===== config.mk =====
export PLATFORM = sky130hd
export DESIGN_NAME = hamming_link_ctrl
export DESIGN_NICKNAME = d
export VERILOG_FILES = /design/src/rtl/hamming_link_ctrl.sv
export SDC_FILE = /design/constraint.sdc
export NUM_CORES = 1
export LEC_CHECK = 0
export ABC_AREA = 1
export CORE_MARGIN = 1.5
export CORE_UTILIZATION = 36
export CTS_CLUSTER_DIAMETER = 30
export DETAILED_ROUTE_END_ITERATION = 8
export PLACE_DENSITY = 0.82
export SYNTH_ARGS = -nofsm -noshare
export SYNTH_HDL_FRONTEND = slang
export SYNTH_SLANG_ARGS = --single-unit

===== constraint.sdc =====
create_clock -name clk -period 1.1 [get_ports clk]
set_input_delay 0.165 -clock clk [delete_from_list [all_inputs] [get_ports clk]]
set_output_delay 0.165 -clock clk [all_outputs]
set_load 0.03 [all_outputs]

===== src/rtl/hamming_link_ctrl.sv =====
// hamming_link_ctrl
//   Controller that runs one 4-bit word at a time through an external
//   Hamming(7,4) encode -> fault-injection -> decode chain. It launches
//   the word and the injection position, waits the chain latency LAT,
//   then captures the decoder outputs and checks them against the
//   launched word. The decoder should report a syndrome equal to the
//   injected bit position and return the original data.
//   Optional feature macro: HAMMING_LINK_STATS_EN (saturating link
//   statistics counters). When it is undefined, stat_* are tied to 0.
module hamming_link_ctrl #(
    parameter int unsigned LAT = 3  // legal range 1..15
) (
    input  logic        clk,
    input  logic        rst,            // asynchronous, active low
    input  logic        in_valid,
    output logic        in_ready,
    input  logic [3:0]  in_data,
    input  logic [1:0]  inj_mode,
    input  logic [2:0]  inj_fixed_pos,
    output logic [3:0]  enc_data,
    output logic [2:0]  inj_pos,
    input  logic [2:0]  dec_syndrome,
    input  logic [3:0]  dec_data,
    output logic        out_valid,
    input  logic        out_ready,
    output logic [3:0]  out_data,
    output logic [2:0]  out_syndrome,
    output logic        out_corrected,
    output logic        out_mismatch,
    output logic [15:0] stat_words,
    output logic [15:0] stat_corr,
    output logic [15:0] stat_fail
);

    typedef enum logic [1:0] {
        ST_IDLE   = 2'd0,
        ST_WAIT   = 2'd1,
        ST_RESULT = 2'd2
    } state_e;

    localparam logic [3:0] LAT_M1 = 4'(LAT - 1);

    // True when the decoder result disagrees with what was launched:
    // data must be restored and the syndrome must name the flipped bit.
    function automatic logic link_mismatch(input logic [3:0] got_data,
                                           input logic [3:0] exp_data,
                                           input logic [2:0] got_syn,
                                           input logic [2:0] exp_syn);
        link_mismatch = (got_data != exp_data) || (got_syn != exp_syn);
    endfunction

    state_e      state_q, state_d;
    logic [3:0]  cnt_q, cnt_d;
    logic [2:0]  rot_q, rot_d;
    logic [3:0]  enc_data_q, enc_data_d;
    logic [3:0]  exp_data_q, exp_data_d;
    logic [2:0]  inj_pos_q, inj_pos_d;
    logic        out_valid_q, out_valid_d;
    logic [3:0]  out_data_q, out_data_d;
    logic [2:0]  out_syn_q, out_syn_d;
    logic        out_corr_q, out_corr_d;
    logic        out_mis_q, out_mis_d;
    logic        hs_s;

    assign in_ready = (state_q == ST_IDLE);
    assign hs_s     = (state_q == ST_RESULT) && out_ready;

    // Next-state and datapath updates for the three-state transaction FSM.
    always_comb begin
        state_d     = state_q;
        cnt_d       = cnt_q;
        rot_d       = rot_q;
        enc_data_d  = enc_data_q;
        exp_data_d  = exp_data_q;
        inj_pos_d   = inj_pos_q;
        out_valid_d = out_valid_q;
        out_data_d  = out_data_q;
        out_syn_d   = out_syn_q;
        out_corr_d  = out_corr_q;
        out_mis_d   = out_mis_q;
        case (state_q)
            ST_IDLE: begin
                if (in_valid) begin
                    state_d    = ST_WAIT;
                    enc_data_d = in_data;
                    exp_data_d = in_data;
                    cnt_d      = LAT_M1;
                    case (inj_mode)
                        2'b01: inj_pos_d = inj_fixed_pos;
                        2'b10: begin
                            inj_pos_d = rot_q;
                            rot_d     = (rot_q == 3'd7) ? 3'd1 : rot_q + 3'd1;
                        end
                        default: inj_pos_d = 3'd0;
                    endcase
                end else begin
                    state_d = ST_IDLE;
                end
            end
            ST_WAIT: begin
                if (cnt_q == 4'd0) begin
                    state_d     = ST_RESULT;
                    out_valid_d = 1'b1;
                    out_data_d  = dec_data;
                    out_syn_d   = dec_syndrome;
                    out_corr_d  = (dec_syndrome != 3'd0);
                    out_mis_d   = link_mismatch(dec_data, exp_data_q,
                                                dec_syndrome, inj_pos_q);
                end else begin
                    cnt_d = cnt_q - 4'd1;
                end
            end
            ST_RESULT: begin
                if (out_ready) begin
                    state_d     = ST_IDLE;
                    out_valid_d = 1'b0;
                    inj_pos_d   = 3'd0;
                end else begin
                    state_d = ST_RESULT;
                end
            end
            default: begin
                state_d     = ST_IDLE;
                out_valid_d = 1'b0;
                inj_pos_d   = 3'd0;
            end
        endcase
    end

    // State and datapath registers; reset drops any word in flight.
    always_ff @(posedge clk or negedge rst) begin
        if (!rst) begin
            state_q     <= ST_IDLE;
            cnt_q       <= 4'd0;
            rot_q       <= 3'd1;
            enc_data_q  <= 4'd0;
            exp_data_q  <= 4'd0;
            inj_pos_q   <= 3'd0;
            out_valid_q <= 1'b0;
            out_data_q  <= 4'd0;
            out_syn_q   <= 3'd0;
            out_corr_q  <= 1'b0;
            out_mis_q   <= 1'b0;
        end else begin
            state_q     <= state_d;
            cnt_q       <= cnt_d;
            rot_q       <= rot_d;
            enc_data_q  <= enc_data_d;
            exp_data_q  <= exp_data_d;
            inj_pos_q   <= inj_pos_d;
            out_valid_q <= out_valid_d;
            out_data_q  <= out_data_d;
            out_syn_q   <= out_syn_d;
            out_corr_q  <= out_corr_d;
            out_mis_q   <= out_mis_d;
        end
    end

    assign enc_data      = enc_data_q;
    assign inj_pos       = inj_pos_q;
    assign out_valid     = out_valid_q;
    assign out_data      = out_data_q;
    assign out_syndrome  = out_syn_q;
    assign out_corrected = out_corr_q;
    assign out_mismatch  = out_mis_q;

`ifdef HAMMING_LINK_STATS_EN
    // Saturating increment so counters stick at all-ones.
    function automatic logic [15:0] sat_inc(input logic [15:0] v);
        sat_inc = (v == 16'hFFFF) ? v : v + 16'd1;
    endfunction

    logic [15:0] words_q, words_d;
    logic [15:0] corr_q, corr_d;
    logic [15:0] fail_q, fail_d;

    // Count each completed result handshake and its flags.
    always_comb begin
        words_d = words_q;
        corr_d  = corr_q;
        fail_d  = fail_q;
        if (hs_s) begin
            words_d = sat_inc(words_q);
            corr_d  = out_corr_q ? sat_inc(corr_q) : corr_q;
            fail_d  = out_mis_q  ? sat_inc(fail_q) : fail_q;
        end else begin
            words_d = words_q;
        end
    end

    // Statistics registers, cleared only by reset.
    always_ff @(posedge clk or negedge rst) begin
        if (!rst) begin
            words_q <= 16'd0;
            corr_q  <= 16'd0;
            fail_q  <= 16'd0;
        end else begin
            words_q <= words_d;
            corr_q  <= corr_d;
            fail_q  <= fail_d;
        end
    end

    assign stat_words = words_q;
    assign stat_corr  = corr_q;
    assign stat_fail  = fail_q;
`else
    logic unused_hs_s;
    assign unused_hs_s = hs_s;
    assign stat_words  = 16'd0;
    assign stat_corr   = 16'd0;
    assign stat_fail   = 16'd0;
`endif

endmodule


# ---- Word-level counts from Yosys, hierarchy flattened
# Index checks and enable logic that the tools add are counted.
dict set report op_classes {
  n_addsub 2
  n_eq_ne 11
  muxes 15
  bitwise_logic 2
  reduce_logical 11
}
# op n
set op_table {}
lappend op_table {{AND reduction 3 bit} 4}
lappend op_table {{two-way mux 3 bit} 3}
lappend op_table {{case mux 3 bit (3 select lines)} 1}
lappend op_table {{two-way mux 4 bit} 2}
lappend op_table {{!= test 2 bit, second input constant} 4}
lappend op_table {{case mux 4 bit (2 select lines)} 1}
lappend op_table {{case mux 2 bit (3 select lines)} 1}
lappend op_table {{case mux 3 bit (2 select lines)} 1}
lappend op_table {{equality test 2 x 1 -> 1 bit, second input constant} 2}
lappend op_table {{equality test 2 bit, second input constant} 2}
lappend op_table {{zero test 4 bit} 1}
lappend op_table {{two-way mux 2 bit} 2}
lappend op_table {{!= test 4 bit} 1}
lappend op_table {{AND reduction 2 bit} 2}
lappend op_table {{subtractor 4 x 1 -> 4 bit, second input constant} 1}
lappend op_table {{adder 3 x 1 -> 3 bit, second input constant} 1}
lappend op_table {{equality test 3 bit, second input constant} 1}
lappend op_table {{two-way mux 1 bit} 3}
lappend op_table {{!= test 3 bit} 1}
lappend op_table {{case mux 1 bit (3 select lines)} 1}
lappend op_table {{nonzero test 3 bit} 1}
lappend op_table {{zero test 2 bit} 1}
lappend op_table {{NOT 1 bit} 2}
lappend op_table {{nonzero test 2 bit} 1}
lappend op_table {{logical OR 1 bit} 1}
dict set report totals {
  regBits 26
  input_bits 20
  out_inout_bits 66
  elab_cells 51
}

# ---- Longest topological paths before layout
dict set report logic_depth {
  word_depth 4
  depth_mapped 8
  ltp_nobuf 8
}

# ---- Worst setup path before layout
# Ideal clock, no wire load.
dict set report synth_timing {
  path_type {flip-flop to flip-flop}
  start {register state_q[1]}
  end {register cnt_q[0]}
  setup_ns 0.127
  arrival_ns 1.084
  required_time_ns 0.973
  slack_ns -0.110
  stages_incl_launch_ff 7
  path_buffers 0
  synth_period_minus_slack_ns 1.210
  path_cell_list {dfrtp_1 nor2_4 nand2_4 inv_2 a21oi_2 nand2_1 o21ai_0}
}
dict set report synth_via {
  elab_chain_len 3
  word_cells_on_any_way 7
  cone_classes {eq/ne (3); mux (1); reduce/logical (3)}
}
# element line_no
set synth_lines {}
lappend synth_lines {{from (decl)} 52} ;# state_e state_q, state_d;
lappend synth_lines {{from (signal assigned)} 145} ;# state_q <= state_d;
lappend synth_lines {{zero test 2 bit (*)} n/a}
lappend synth_lines {{via in_ready} 16} ;# output logic in_ready,
lappend synth_lines {{!= test 2 bit (no source line) or nonzero test 2 bit (tied branches)} n/a}
lappend synth_lines {{AND reduction 3 bit (no source line)} n/a}
lappend synth_lines {{to (signal assigned)} 146} ;# cnt_q <= cnt_d;
lappend synth_lines {{to (decl)} 53} ;# logic [3:0] cnt_q, cnt_d;
# The timed path passes the listed nets; every way through them passes the cells marked *.
# A chain may end at the register's enable or synchronous reset.

# ---- Worst setup path in the final report
dict set report layout_timing {
  start {register state_q[0]}
  end {register cnt_q[2]}
}
dict set report layout_via {
  elab_chain_len 3
  word_cells_on_any_way 7
  cone_classes {eq/ne (3); mux (1); reduce/logical (3)}
}
# element line_no
set layout_lines {}
lappend layout_lines {{equality test 2 x 1 -> 1 bit or zero test 2 bit (tied branches)} 81} ;# case (state_q)
lappend layout_lines {{!= test 2 bit (no source line) or nonzero test 2 bit (tied branches)} n/a}
lappend layout_lines {{AND reduction 3 bit (no source line)} n/a}
# Parallel ways exist; a longest one is shown, timed or not.

==> results.sh <==
export IMPL_cp_buffers_inverters=2
export IMPL_start_kind="flip-flop"
export IMPL_r2r_start="state_q[0]$_DFFE_PN0P_"
export IMPL_pwr_share_comb=0.625
export IMPL_power_density_mw_per_mm2=2831
export IMPL_detail_route_first_pass_iterations=4
export IMPL_placementRows=24
export IMPL_nFillCells=368
export IMPL_via_count=1423
export IMPL_critical_path_max_fanout=5
export IMPL_post_route_worst_setup_slack_ps=-227.2
export IMPL_start_util=0.3784
export IMPL_clock_skew_ps=7.505
export IMPL_swShare=0.4579
export IMPL_layout_nets=297
export IMPL_postRouteAntennaNets=0
export IMPL_timing_critical_path_slowest_stage_cell="sky130_fd_sc_hd__dfrtp_1"
export IMPL_post_route_period_util=1.207
export IMPL_worst_endpoint_arrival_ps=1490
export IMPL_htree_levels=1
export IMPL_timing_worst_setup_path_type="reg2reg"
export IMPL_violations="setup timing"
export IMPL_postSynthCellCount=201
export IMPL_final_min_clock_period_ps=1327
export IMPL_netlist_cell_type_count=28
export IMPL_grt_max_degree=27
export IMPL_synth_ff_type="sky130_fd_sc_hd__dfrtp_1"
export IMPL_top_level_ports=86
export IMPL_critical_path_max_stage_delay_ps=440
export IMPL_drt_iter0_markers=63
export IMPL_dp_hpwl_um=2493
export IMPL_switch_pwr_mw=3.134
export IMPL_clk_root_buffer_cell="sky130_fd_sc_hd__clkbuf_8"
export IMPL_report_final_slew_viol_count=0
export IMPL_tritoncts_num_buffers=3
export IMPL_gp_congestion=0.7420
export IMPL_r2r_worst_path_cells=6
export IMPL_critical_path_cell_count=6
export IMPL_instances_no_fill=323
export IMPL_synth_warning_count=0
export IMPL_antenna_cells_inserted=0
export IMPL_peakVddDrop_mv=0.9626
export IMPL_final_hold_viol_count=0
export IMPL_crit_path_cell_trace="inv_2 -> nor2_4 -> buf_4 -> nand3_4 -> o21ai_4 -> a21oi_2"
export IMPL_r2r_setup_slack_ps=-230
export IMPL_worst_skew_pair_late_latency_ps=280
export IMPL_syn_area_mm2=0.001670
export IMPL_worst_setup_path_endpoint="cnt_q[2]$_DFFE_PN0P_"
export IMPL_yosysSeqAreaShare=0.3903
export IMPL_grt_setup_unrepaired="true"
export IMPL_area_delta_synth_final_pct=44.72
export IMPL_final_cell_area_mm2=0.002417
export IMPL_share_of_post_route_cells_with_drive_strength_above_1=0.3358
export IMPL_post_detailed_routing_wire_length_um=4126
export IMPL_tritoncts="done"
export IMPL_die_width_um=71.12
export IMPL_grt_first_pass_wirelength_um=5720
export IMPL_report_final_setup_viol=27
export IMPL_grt_pass1_vias=1306
export IMPL_clk_transition_reported_paths_ps=100
export IMPL_numPortBuffers=37
export IMPL_globalRouteOverflowTotal=0
export IMPL_fmaxAchievable_mhz=753.5
export IMPL_routedWlPerCell_um=12.77
export IMPL_floorplan_die_area_mm2=0.005057
export IMPL_synth_ff_latch_count=26
export IMPL_power_report_internal_total_mw=3.709
export IMPL_regToRegEndpoint="cnt_q[2]$_DFFE_PN0P_"
export IMPL_dieHeight_um=71.12
export IMPL_post_synth_cell_area_avg_um2=8.310
export IMPL_count_of_flip_flops_with_a_built_in_enable_after_synthesis=0
export IMPL_cp_data_required_time_ps=1270
export IMPL_placed_cell_area_mm2=0.002027
export IMPL_cellLeakagePower_nw=1.197
export IMPL_vias_per_cell=4.406
export IMPL_critPathTopFamily="flip-flops"
export IMPL_outcome="complete, but fails checks"
export IMPL_worst_setup_path_startpoint="state_q[0]$_DFFE_PN0P_"
export IMPL_worstSetupEndpointType="flip-flop"
export IMPL_setup_tns_final_ps=-2730
export IMPL_synth_async_sr_flop_share=1.000
export IMPL_min_delay_path_class="in2async"
export IMPL_cap_viol_max_count=0
export IMPL_drc_errors=0
export IMPL_power_frac_seq=0.257
export IMPL_clock_power_share=0.119
export IMPL_grt_antenna_before_repair=0
export IMPL_clkSinkCount=26
export IMPL_dp_cells=305
export IMPL_ctsLongestPathBuffers=2
export IMPL_total_power_mw=6.843
export IMPL_groute_usage_overall=0.1396
export IMPL_core_area_mm2=0.004414
-- how the worst min path moves through the flow --
stage                                  from  slack (ps)  cells past startpoint                     endpoint
floorplan                               rst        -130                      0         cnt_q[0]$_DFFE_PN0P_
global placement    out_data[3]$_DFFE_PN0P_         460                      2      out_data[3]$_DFFE_PN0P_
detailed placement  out_data[3]$_DFFE_PN0P_         480                      2      out_data[3]$_DFFE_PN0P_
CTS                                     rst         250                      2  out_syndrome[2]$_DFFE_PN0P_
global route                            rst         240                      2    out_corrected$_DFFE_PN0P_
finish                                  rst         240                      2       inj_pos[2]$_DFFE_PN0P_
-- power groups by stage --
stage / sequential (mW) / clock, mW / combinational (mW)
CTS: 1.75 / 0.813 / 3.73
floorplan: 2.22 / 0 / 1.54
global route: 1.80 / 0.867 / 4.55
finish: 1.76 / 0.812 / 4.27
detailed placement: 1.73 / 0 / 3.05
global placement: 1.70 / 0 / 2.95
-- metal layers --
layer,vias to the layer above,part of all wire,GRT usage
li1,674,-,-
met5,-,0,0
met4,0,0.0044,0.03145
met2,56,0.58,0.2690
met3,2,0.052,0.02849
met1,691,0.37,0.1564
-- cell type report --
class | instances | area [um^2] | share of cell area
Inverter | 21 | 96.34 | 0.03986
Timing Repair Buffer | 67 | 604.3 | 0.2500
Multi-Input combinational cell | 153 | 927.1 | 0.3835
Tap cell | 52 | 65.06 | 0.02692
Clock buffer | 3 | 41.29 | 0.01708
Sequential cell | 26 | 653.1 | 0.2702
Clock inverter | 1 | 30.03 | 0.01242
-- layout by cell type (no fill, tap or decap), types with 3 or more instances in the layout --
| cell type | instances |
|---|---|
| sky130_fd_sc_hd__buf_4 | 36 |
| sky130_fd_sc_hd__buf_6 | 11 |
| sky130_fd_sc_hd__clkbuf_8 | 3 |
| sky130_fd_sc_hd__clkdlybuf4s50_1 | 19 |
| sky130_fd_sc_hd__conb_1 | 48 |
| sky130_fd_sc_hd__dfrtp_1 | 24 |
| sky130_fd_sc_hd__ha_4 | 3 |
| sky130_fd_sc_hd__inv_1 | 15 |
| sky130_fd_sc_hd__inv_2 | 4 |
| sky130_fd_sc_hd__nand2_1 | 41 |
| sky130_fd_sc_hd__nand2_2 | 5 |
| sky130_fd_sc_hd__nand2_8 | 3 |
| sky130_fd_sc_hd__nand3_4 | 3 |
| sky130_fd_sc_hd__nand4_1 | 3 |
| sky130_fd_sc_hd__nor2_1 | 6 |
| sky130_fd_sc_hd__nor2_4 | 6 |
| sky130_fd_sc_hd__o21ai_0 | 4 |
| sky130_fd_sc_hd__o21ai_1 | 10 |
| sky130_fd_sc_hd__o21ai_2 | 4 |
| sky130_fd_sc_hd__xnor2_1 | 3 |
-- stage by stage --
| stage | hold WS [ps] | util | setup slack (ps) |
|---|---|---|---|
| 2_1_floorplan | -130.6 | - | -101.6 |
| 3_3_place_gp | 462.7 | 0.4592 | -269.6 |
| 3_5_place_dp | 476.7 | 0.4592 | -298.4 |
| 4_1_cts | 245.1 | 0.5193 | -137.4 |
| 5_1_grt | 245.0 | 0.5476 | -266.0 |
| 6_report | 236.2 | 0.5476 | -227.2 |
-- timing repair --
action,4_1_cts,5_1_grt
setup endpoints to repair,19,28
buffers inserted,9,5
resized for setup,32,25
pin swaps,10,9
hold buffers,0,0
gates cloned,1,0
-- registers in the layout, summed over array words and instances (netlist names) --
| signal | count |
|---|---|
| inj_pos | 3 |
| state_q | 2 |
| out_valid | 1 |
| rot_q | 3 |
| out_syndrome | 3 |
| out_data | 4 |
| exp_data_q | 4 |
| out_mismatch | 1 |
| out_corrected | 1 |
| cnt_q | 4 |
-- logic make-up (layout without fill, tap and decap cells) --
group / after synthesis / in the layout / synth area share
simple gates: 71 / 72 / 0.2000
other cells: 1 / 48 / 0.002245
compound gates: 24 / 24 / 0.07866
fa+ha+maj: 5 / 5 / 0.03745
flops: 26 / 26 / 0.3903
buf+inv: 70 / 92 / 0.2704
xor+xnor: 4 / 4 / 0.02098
-- synthesized netlist by cell type (2+ instances only) --
master | n | area, um^2
sky130_fd_sc_hd__buf_4 | 48 | 360.4
sky130_fd_sc_hd__nand4_1 | 3 | 18.77
sky130_fd_sc_hd__xnor2_1 | 3 | 26.28
sky130_fd_sc_hd__nor2_1 | 8 | 30.03
sky130_fd_sc_hd__o21ai_1 | 2 | 10.01
sky130_fd_sc_hd__nand2_1 | 48 | 180.2
sky130_fd_sc_hd__dfrtp_1 | 25 | 625.6
sky130_fd_sc_hd__ha_1 | 5 | 62.56
sky130_fd_sc_hd__nand3_1 | 2 | 10.01
sky130_fd_sc_hd__nor2_4 | 3 | 33.78
sky130_fd_sc_hd__a21oi_1 | 2 | 10.01
sky130_fd_sc_hd__o21ai_0 | 16 | 80.08
sky130_fd_sc_hd__nor2_2 | 3 | 18.77
sky130_fd_sc_hd__inv_2 | 2 | 7.510
sky130_fd_sc_hd__inv_1 | 18 | 67.56
Note: power is estimated with default switching activity, not from simulation.
